## config.mk

```make
export PLATFORM = sky130hd
export DESIGN_NAME = mdio_master_22_45_engine
export DESIGN_NICKNAME = d
export VERILOG_FILES = /design/src/rtl/mdio_master_22_45_engine.sv
export SDC_FILE = /design/constraint.sdc
export NUM_CORES = 1
export LEC_CHECK = 0
export CAP_MARGIN = 30
export CORE_UTILIZATION = 34
export DETAILED_ROUTE_END_ITERATION = 12
export PLACE_DENSITY = 0.59
export SLEW_MARGIN = 0
export SYNTH_ARGS = -nofsm -noshare
export SYNTH_HDL_FRONTEND = slang
export SYNTH_SLANG_ARGS = --single-unit
```

## constraint.sdc

```tcl
create_clock -name clk_25m -period 3.2 [get_ports clk_25m]
set_input_delay 0.64 -clock clk_25m [delete_from_list [all_inputs] [get_ports clk_25m]]
set_output_delay 0.64 -clock clk_25m [all_outputs]
set_load 0.02 [all_outputs]
```

## src/rtl/mdio_master_22_45_engine.sv

```systemverilog
// MDIO Clause 22/45 management initiator: serialises one frame per accepted
// request onto MDIO/MDC and shifts read data back in on rising MDC.
module mdio_master_22_45_engine #(
    parameter int CLK_DIV = 5
) (
    input  logic        clk_25m,
    input  logic        rst_n,
    input  logic        req_valid,
    output logic        req_ready,
    input  logic [1:0]  req_st,
    input  logic [1:0]  req_op,
    input  logic [4:0]  req_phyad,
    input  logic [4:0]  req_regad,
    input  logic [15:0] req_wdata,
    input  logic        preamble_en,
    input  logic        opendrain_mode,
    output logic        resp_valid,
    output logic [15:0] resp_rdata,
    output logic        mdc,
    output logic        mdio_out,
    output logic        mdio_oe,
    input  logic        mdio_in
);
    typedef enum logic [1:0] {IDLE, PRE, FRAME, DONE} state_t;

    localparam logic [5:0] DIV_LAST = 6'(CLK_DIV - 1);

    state_t      state;
    logic [5:0]  div_cnt;
    logic [4:0]  bit_cnt;
    logic [31:0] frame_sh;
    logic [15:0] rd_sh;
    logic        is_read;
    logic        oe_r;
    logic        mdio_in_p0;
    logic        mdio_in_p1;
    logic        accept;
    logic        next_driven;

    assign req_ready   = (state == IDLE);
    assign accept      = req_valid && req_ready;
    assign mdio_oe     = opendrain_mode ? (oe_r & ~mdio_out) : oe_r;
    // A read releases the line from the turnaround (bit 14) onwards.
    assign next_driven = !is_read || (bit_cnt < 5'd13);

    // Two-flop synchroniser for the asynchronous PHY data line.
    always_ff @(posedge clk_25m or negedge rst_n) begin
        if (!rst_n) begin
            mdio_in_p0 <= 1'b1;
            mdio_in_p1 <= 1'b1;
        end else begin
            mdio_in_p0 <= mdio_in;
            mdio_in_p1 <= mdio_in_p0;
        end
    end

    always_ff @(posedge clk_25m or negedge rst_n) begin
        if (!rst_n) begin
            state      <= IDLE;
            div_cnt    <= '0;
            bit_cnt    <= '0;
            frame_sh   <= '0;
            rd_sh      <= '0;
            is_read    <= 1'b0;
            oe_r       <= 1'b0;
            mdc        <= 1'b0;
            mdio_out   <= 1'b1;
            resp_valid <= 1'b0;
            resp_rdata <= '0;
        end else begin
            resp_valid <= 1'b0;
            case (state)
                IDLE: begin
                    div_cnt <= '0;
                    bit_cnt <= '0;
                    mdc     <= 1'b0;
                    if (accept) begin
                        frame_sh <= {req_st, req_op, req_phyad, req_regad, 2'b10, req_wdata};
                        is_read  <= req_op[1];
                        oe_r     <= 1'b1;
                        if (preamble_en) begin
                            state    <= PRE;
                            mdio_out <= 1'b1;
                        end else begin
                            state    <= FRAME;
                            mdio_out <= req_st[1];
                        end
                    end
                end
                PRE, FRAME: begin
                    if (div_cnt != DIV_LAST) begin
                        div_cnt <= div_cnt + 6'd1;
                    end else begin
                        div_cnt <= '0;
                        mdc     <= ~mdc;
                        if (!mdc) begin
                            // Rising MDC: only the last 16 shifts survive to the response.
                            if (state == FRAME) rd_sh <= {rd_sh[14:0], mdio_in_p1};
                        end else if (bit_cnt != 5'd31) begin
                            bit_cnt <= bit_cnt + 5'd1;
                            if (state == FRAME) begin
                                frame_sh <= {frame_sh[30:0], 1'b0};
                                oe_r     <= next_driven;
                                mdio_out <= next_driven ? frame_sh[30] : 1'b1;
                            end
                        end else if (state == PRE) begin
                            state    <= FRAME;
                            bit_cnt  <= '0;
                            mdio_out <= frame_sh[31];
                        end else begin
                            state      <= DONE;
                            bit_cnt    <= '0;
                            oe_r       <= 1'b0;
                            mdio_out   <= 1'b1;
                            resp_valid <= 1'b1;
                            resp_rdata <= is_read ? rd_sh : 16'h0000;
                        end
                    end
                end
                DONE:    state <= IDLE;
                default: state <= IDLE;
            endcase
        end
    end
endmodule

```

After elaboration in Yosys (flattened, before gate mapping)
Index checks and enable logic that the tools add are counted.
{"block": "classes", "add_sub_neg": 2, "order_cmp": 1, "n_eq_ne": 13, "n_mux": 44, "bitwise_logic": 6, "reduce_logical": 15}
{"operator": "$mux 32", "count": 5}
{"operator": "$pmux 32 s2", "count": 1}
{"operator": "$mux 1", "count": 22}
{"operator": "$mux 16", "count": 1}
{"operator": "$mux 5", "count": 3}
{"operator": "$pmux 6 s2", "count": 1}
{"operator": "$reduce_and 6->1", "count": 2}
{"operator": "$mux 2", "count": 5}
{"operator": "$ne 2x2->1 const B", "count": 5}
{"operator": "$pmux 5 s2", "count": 1}
{"operator": "$reduce_and 5->1", "count": 2}
{"operator": "$reduce_and 4->1", "count": 2}
{"operator": "$add 6x1->6 const B", "count": 1}
{"operator": "$mux 6", "count": 1}
{"operator": "$ne 3x3->1 const B", "count": 2}
{"operator": "$ne 6x3->1 const B", "count": 1}
{"operator": "$pmux 1 s2", "count": 3}
{"operator": "$pmux 2 s3", "count": 1}
{"operator": "$add 5x1->5 const B", "count": 1}
{"operator": "$lt 5x4->1 const B", "count": 1}
{"operator": "$ne 5x5->1 const B", "count": 1}
{"operator": "$not 1->1", "count": 5}
{"operator": "$eq 2x2->1 const B", "count": 2}
{"operator": "$reduce_and 2->1", "count": 2}
{"operator": "10 further kinds", "count": 10}
{"block": "word_totals", "ff_bits": 84, "in_bits": 36, "out_inout_bits": 21, "elab_cells": 94}

Longest topological paths before layout
{"block": "depth", "ltp_word": 8, "depth_mapped": 8, "depth_no_buf": 7}

Least setup slack after synthesis
OpenSTA, ideal clock, no wires.
{"block": "synth_timing", "kind": "register -> register", "startpoint": "reg bit_cnt[0]", "endpoint": "reg frame_sh[17]", "setup_time_ps": 127, "t_arrival_ps": 2163, "t_required_ps": 3073, "setup_slack_ps": 909, "path_stages_with_launch": 8, "n_path_buf": 2, "synth_period_minus_slack_ps": 2291, "cell_sequence": "dfrtp_1 > ha_1 > and3_1 > ha_1 > clkbuf_1 > a2111oi_4 > buf_6 > mux2_1"}
{"block": "synth_via", "elab_chain_len": 3}
{"item": "start: declaration", "line": "30", "rtl": "logic [4:0] bit_cnt;"}
{"item": "start signal: assignment", "line": "100", "rtl": "bit_cnt <= bit_cnt + 5'd1;"}
{"item": "$ne 5x5->1", "line": "99", "rtl": "end else if (bit_cnt != 5'd31) begin"}
{"item": "$ne 2x2->1 (no line)"}
{"item": "$reduce_and 6->1 (no line)"}
{"item": "end signal: assignment", "line": "78", "rtl": "frame_sh <= {req_st, req_op, req_phyad, req_regad, 2'b10, req_wdata};"}
{"item": "end signal: assignment", "line": "102", "rtl": "frame_sh <= {frame_sh[30:0], 1'b0};"}
{"item": "end: declaration", "line": "31", "rtl": "logic [31:0] frame_sh;"}
No other way between the ends.
A chain may end at the register's enable or synchronous reset.

Final worst setup path
{"block": "layout_timing", "startpoint": "reg state[0]", "endpoint": "reg frame_sh[26]"}
{"block": "layout_via", "elab_chain_len": 4, "elab_cells_between_ends": 13, "cone_classes": "7 x eq/ne; 1 x mux; 5 x reduce/logical"}
{"item": "start: declaration", "line": "28", "rtl": "state_t state;"}
{"item": "start signal: assignment", "line": "59", "rtl": "state <= IDLE;"}
{"item": "start signal: assignment", "line": "82", "rtl": "state <= PRE;"}
{"item": "start signal: assignment", "line": "85", "rtl": "state <= FRAME;"}
{"item": "$eq 2x2->1 (tied with other cells)", "line": "72, 101"}
{"item": "$reduce_or 2->1 / $logic_and 1x1->1 (equally long branches)", "line": "72, 41"}
{"item": "$ne 2x2->1 (no line) (tied with other cells)"}
{"item": "$reduce_and 6->1 (no line)"}
Several ways; a longest one is shown, not always the timed one.

==> out/metrics.csv <==
stage,metric,value,unit
run_status,outcome,finished with violations,
run_status,failing checks,DRC,
global_route,first-pass GRT wire length,12.9,mm
clock_tree,CTS buffer count,9,
detailed_routing,drt drc,8,
clock_tree,clk_lat worst skew,0.34,ns
clock_tree,Post CTS Setup Buffer Count,0,
cells_and_area,final cell count without fillers,541,
cells_and_area,share of cells above drive strength 1,0.204,
worst_setup_path,crit path DAT,2.75,ns
sta,Fin. Hold Viols,0,
power,Leak,0.00234,uW
floorplan,initial core utilization,0.353,
sta,max_slew headroom,0.460,
worst_setup_path,Worst Path Required,3.42,ns
synth,YS warnings,0,
sta,Layout Skew,0.0144,ns
detailed_routing,WL met2,3.37,mm
cells_and_area,fin area,5070,sq um
worst_setup_path,critical path startpoint category,flop,
job,maximum capacitance violations,0,
power,Cell Pwr Density,428,nW/um^2
synth,Mapped Cells,338,
detailed_routing,via count,2664,
detailed_routing,Avg Vias per Cell,4.92,
global_route,Global Route Usage Sum,0.131,
synth,Synth Cell Area,4070,sq um
detailed_routing,met3 wire length,407,um
floorplan,CORE AREA,11500,sq um
worst_setup_path,buffers and inverters on the worst path,2,
placed_design,port bufs,56,
synth,sequential area share after synthesis,0.518,
cells_and_area,fin nets,440,
worst_setup_path,reg2reg path depth,7,
worst_setup_path,"CP delay by family, top",buffers and inverters,
synth,most area-consuming cells after synthesis,"dfrtp_1 50%, mux2_2 14%, mux2_1 8.0%, ha_1 3.4%, nand3_1 2.8%",
cells_and_area,most frequent cells in the layout,"81 x dfrtp_1, 55 x clkdlybuf4s50_1, 49 x mux2_2",
floorplan,die area,12400,sq um
sta,Fmax,396,MHz
clock_tree,Clock transition at path regs,0.07,ns
cells_and_area,"commonest non-fill, non-tap cell in the layout",dfrtp_1,
sta,setup_tns,0,ns
power,VDD IR max,277,uV
worst_setup_path,Critical Path Stages,7,
clock_tree,CTS max path bufs,2,
hold_path,min-delay worst type,in -> async,
sta,Final setup viols,0,
floorplan,Die Span Y,111,um
cells_and_area,n_diodes,0,
floorplan,die width,111,um
synth,syn avg cell area,12.0,sq um
synth,flop and latch count out of synthesis,84,
synth,Post-synth EDFFs,0,
worst_setup_path,critical path class,reg -> reg,
placed_design,GP Congestion,0.783,
detailed_routing,post-route antenna net violation count,0,
worst_setup_path,"Largest stage delay, worst path",0.44,ns
clock_tree,TritonCTS clock tree,done,
worst_setup_path,worst path cell trace,"inv_1, ha_2, nor2b_1, a31oi_2, a2111oi_4, buf_4, mux2_2",
sta,min Tclk post-route,2.52,ns
clock_tree,CTS sink cnt,84,
detailed_routing,drt total wl,7.48,mm
global_route,pin count of the biggest net entering global routing,48,
synth,Synth area leader,dfrtp_1,
global_route,initial antenna violation count,0,
cells_and_area,Area Overhead vs Synth,24.7,%
placed_design,Post-DP HPWL,5.04,mm
floorplan,FP Rows,39,
clock_tree,H-tree depth,3,
sta,Slew Limit Fails,0,
sta,Least-Margin Pin Slew,0.809,ns
placed_design,placed insts,525,
global_route,vias in the first global route,2643,
synth,Yosys cell types,45,
worst_setup_path,worst-path fanout max,32,
sta,Tcrit/Tclk final,0.789,
clock_tree,hold buffer count at cts,0,
detailed_routing,Detailed Route Iter0 Violations,90,
synth,Yosys top cell area share,0.498,
worst_setup_path,Worst setup EP type,flop,
placed_design,area post-placement,4770,sq um
floorplan,I/O Pins,57,
worst_setup_path,slowest cell on the critical path,buf_4,
detailed_routing,metal1 wirelength,3.59,mm
synth,fraction of registers with async set/reset,1.00,
clock_tree,clock root buffer,clkbuf_16,
synth,syn nets,385,
global_route,gr ovfl total,0,
sta,Fin Hold WS,0.320,ns
detailed_routing,Routed wire per std cell,13.8,um
clock_tree,post_cts resized,0,
detailed_routing,drt first pass iters,8,
sta,RSZ-0062 raised after global routing,false,
detailed_routing,highest metal used,met4,
synth,top_reg_cell synth,dfrtp_1,
[Yosys cell counts, types with 4 or more instances]
master,n
mux2_2,49
clkbuf_1,13
xnor2_1,4
mux2_1,29
mux2i_1,4
nand2_1,17
o21ai_0,21
nor2_1,11
nor2b_1,4
ha_1,11
dfrtp_1,81
inv_1,25
nand3_1,23
[final cells by class]
class / count / area (sq um)
Clock buffer: 9 / 225
Clock inverter: 7 / 80.1
Fill cell: 1133 / 6440
Inverter: 25 / 93.8
Multi-Input combinational cell: 211 / 1790
Sequential cell: 84 / 2110
Tap cell: 143 / 179
Timing Repair Buffer: 62 / 603
[path summary, 6_finish.rpt]
kind | from | endpoint | slack [ns]
setup / recovery | state[0] | frame_sh[26] | 0.68
hold / removal | rst_n | frame_sh[20] | 0.32
setup reg to reg | state[0] | frame_sh[26] | 0.68
hold reg to reg | mdio_in_p0 | mdio_in_p1 | 0.36
max in group asynchronous | rst_n | mdio_in_p1 | 2.11
min in group clk_25m | mdio_in_p0 | mdio_in_p1 | 0.36
[cells by family after synthesis]
logic type | after synthesis | share of synthesized area
DFF | 84 | 0.518
muxes | 82 | 0.226
and+or+nand+nor | 72 | 0.0959
buffers and inverters | 43 | 0.0464
AOI/OAI and AO/OA | 41 | 0.0698
adders and majority gates | 11 | 0.0338
xor gates and xnor gates | 5 | 0.0108
[registers in the layout, summed over array words and instances (netlist names)]
register / flops
bit_cnt: 5
div_cnt: 6
frame_sh: 32
is_read: 1
mdc: 1
mdio_in_p0: 1
mdio_in_p1: 1
mdio_out: 1
oe_r: 1
rd_sh: 16
resp_rdata: 16
resp_valid: 1
state: 2
[power breakdown]
group,internal [uW],switching (uW)
Sequential,1060,0.290
Combinational,38.9,27.6
Clock,556,484
Total,1660,512
[layer usage]
metal  up-vias  track usage
met1      1307        0.178
met2        49        0.193
met3        13       0.0408
met5         -            0
li1       1295            -
met4         0       0.0523
[metrics by stage]
step | power [uW] | setup slack (ns) | utilization
5_1_grt | 2260 | 0.509 | 0.440
3_5_place_dp | 1150 | 0.680 | 0.414
2_1_floorplan | 1090 | 0.909 | -
6_report | 2170 | 0.675 | 0.440
3_3_place_gp | 1150 | 0.738 | 0.414
4_1_cts | 2210 | 0.659 | 0.440
(Power assumes the default switching activity.)
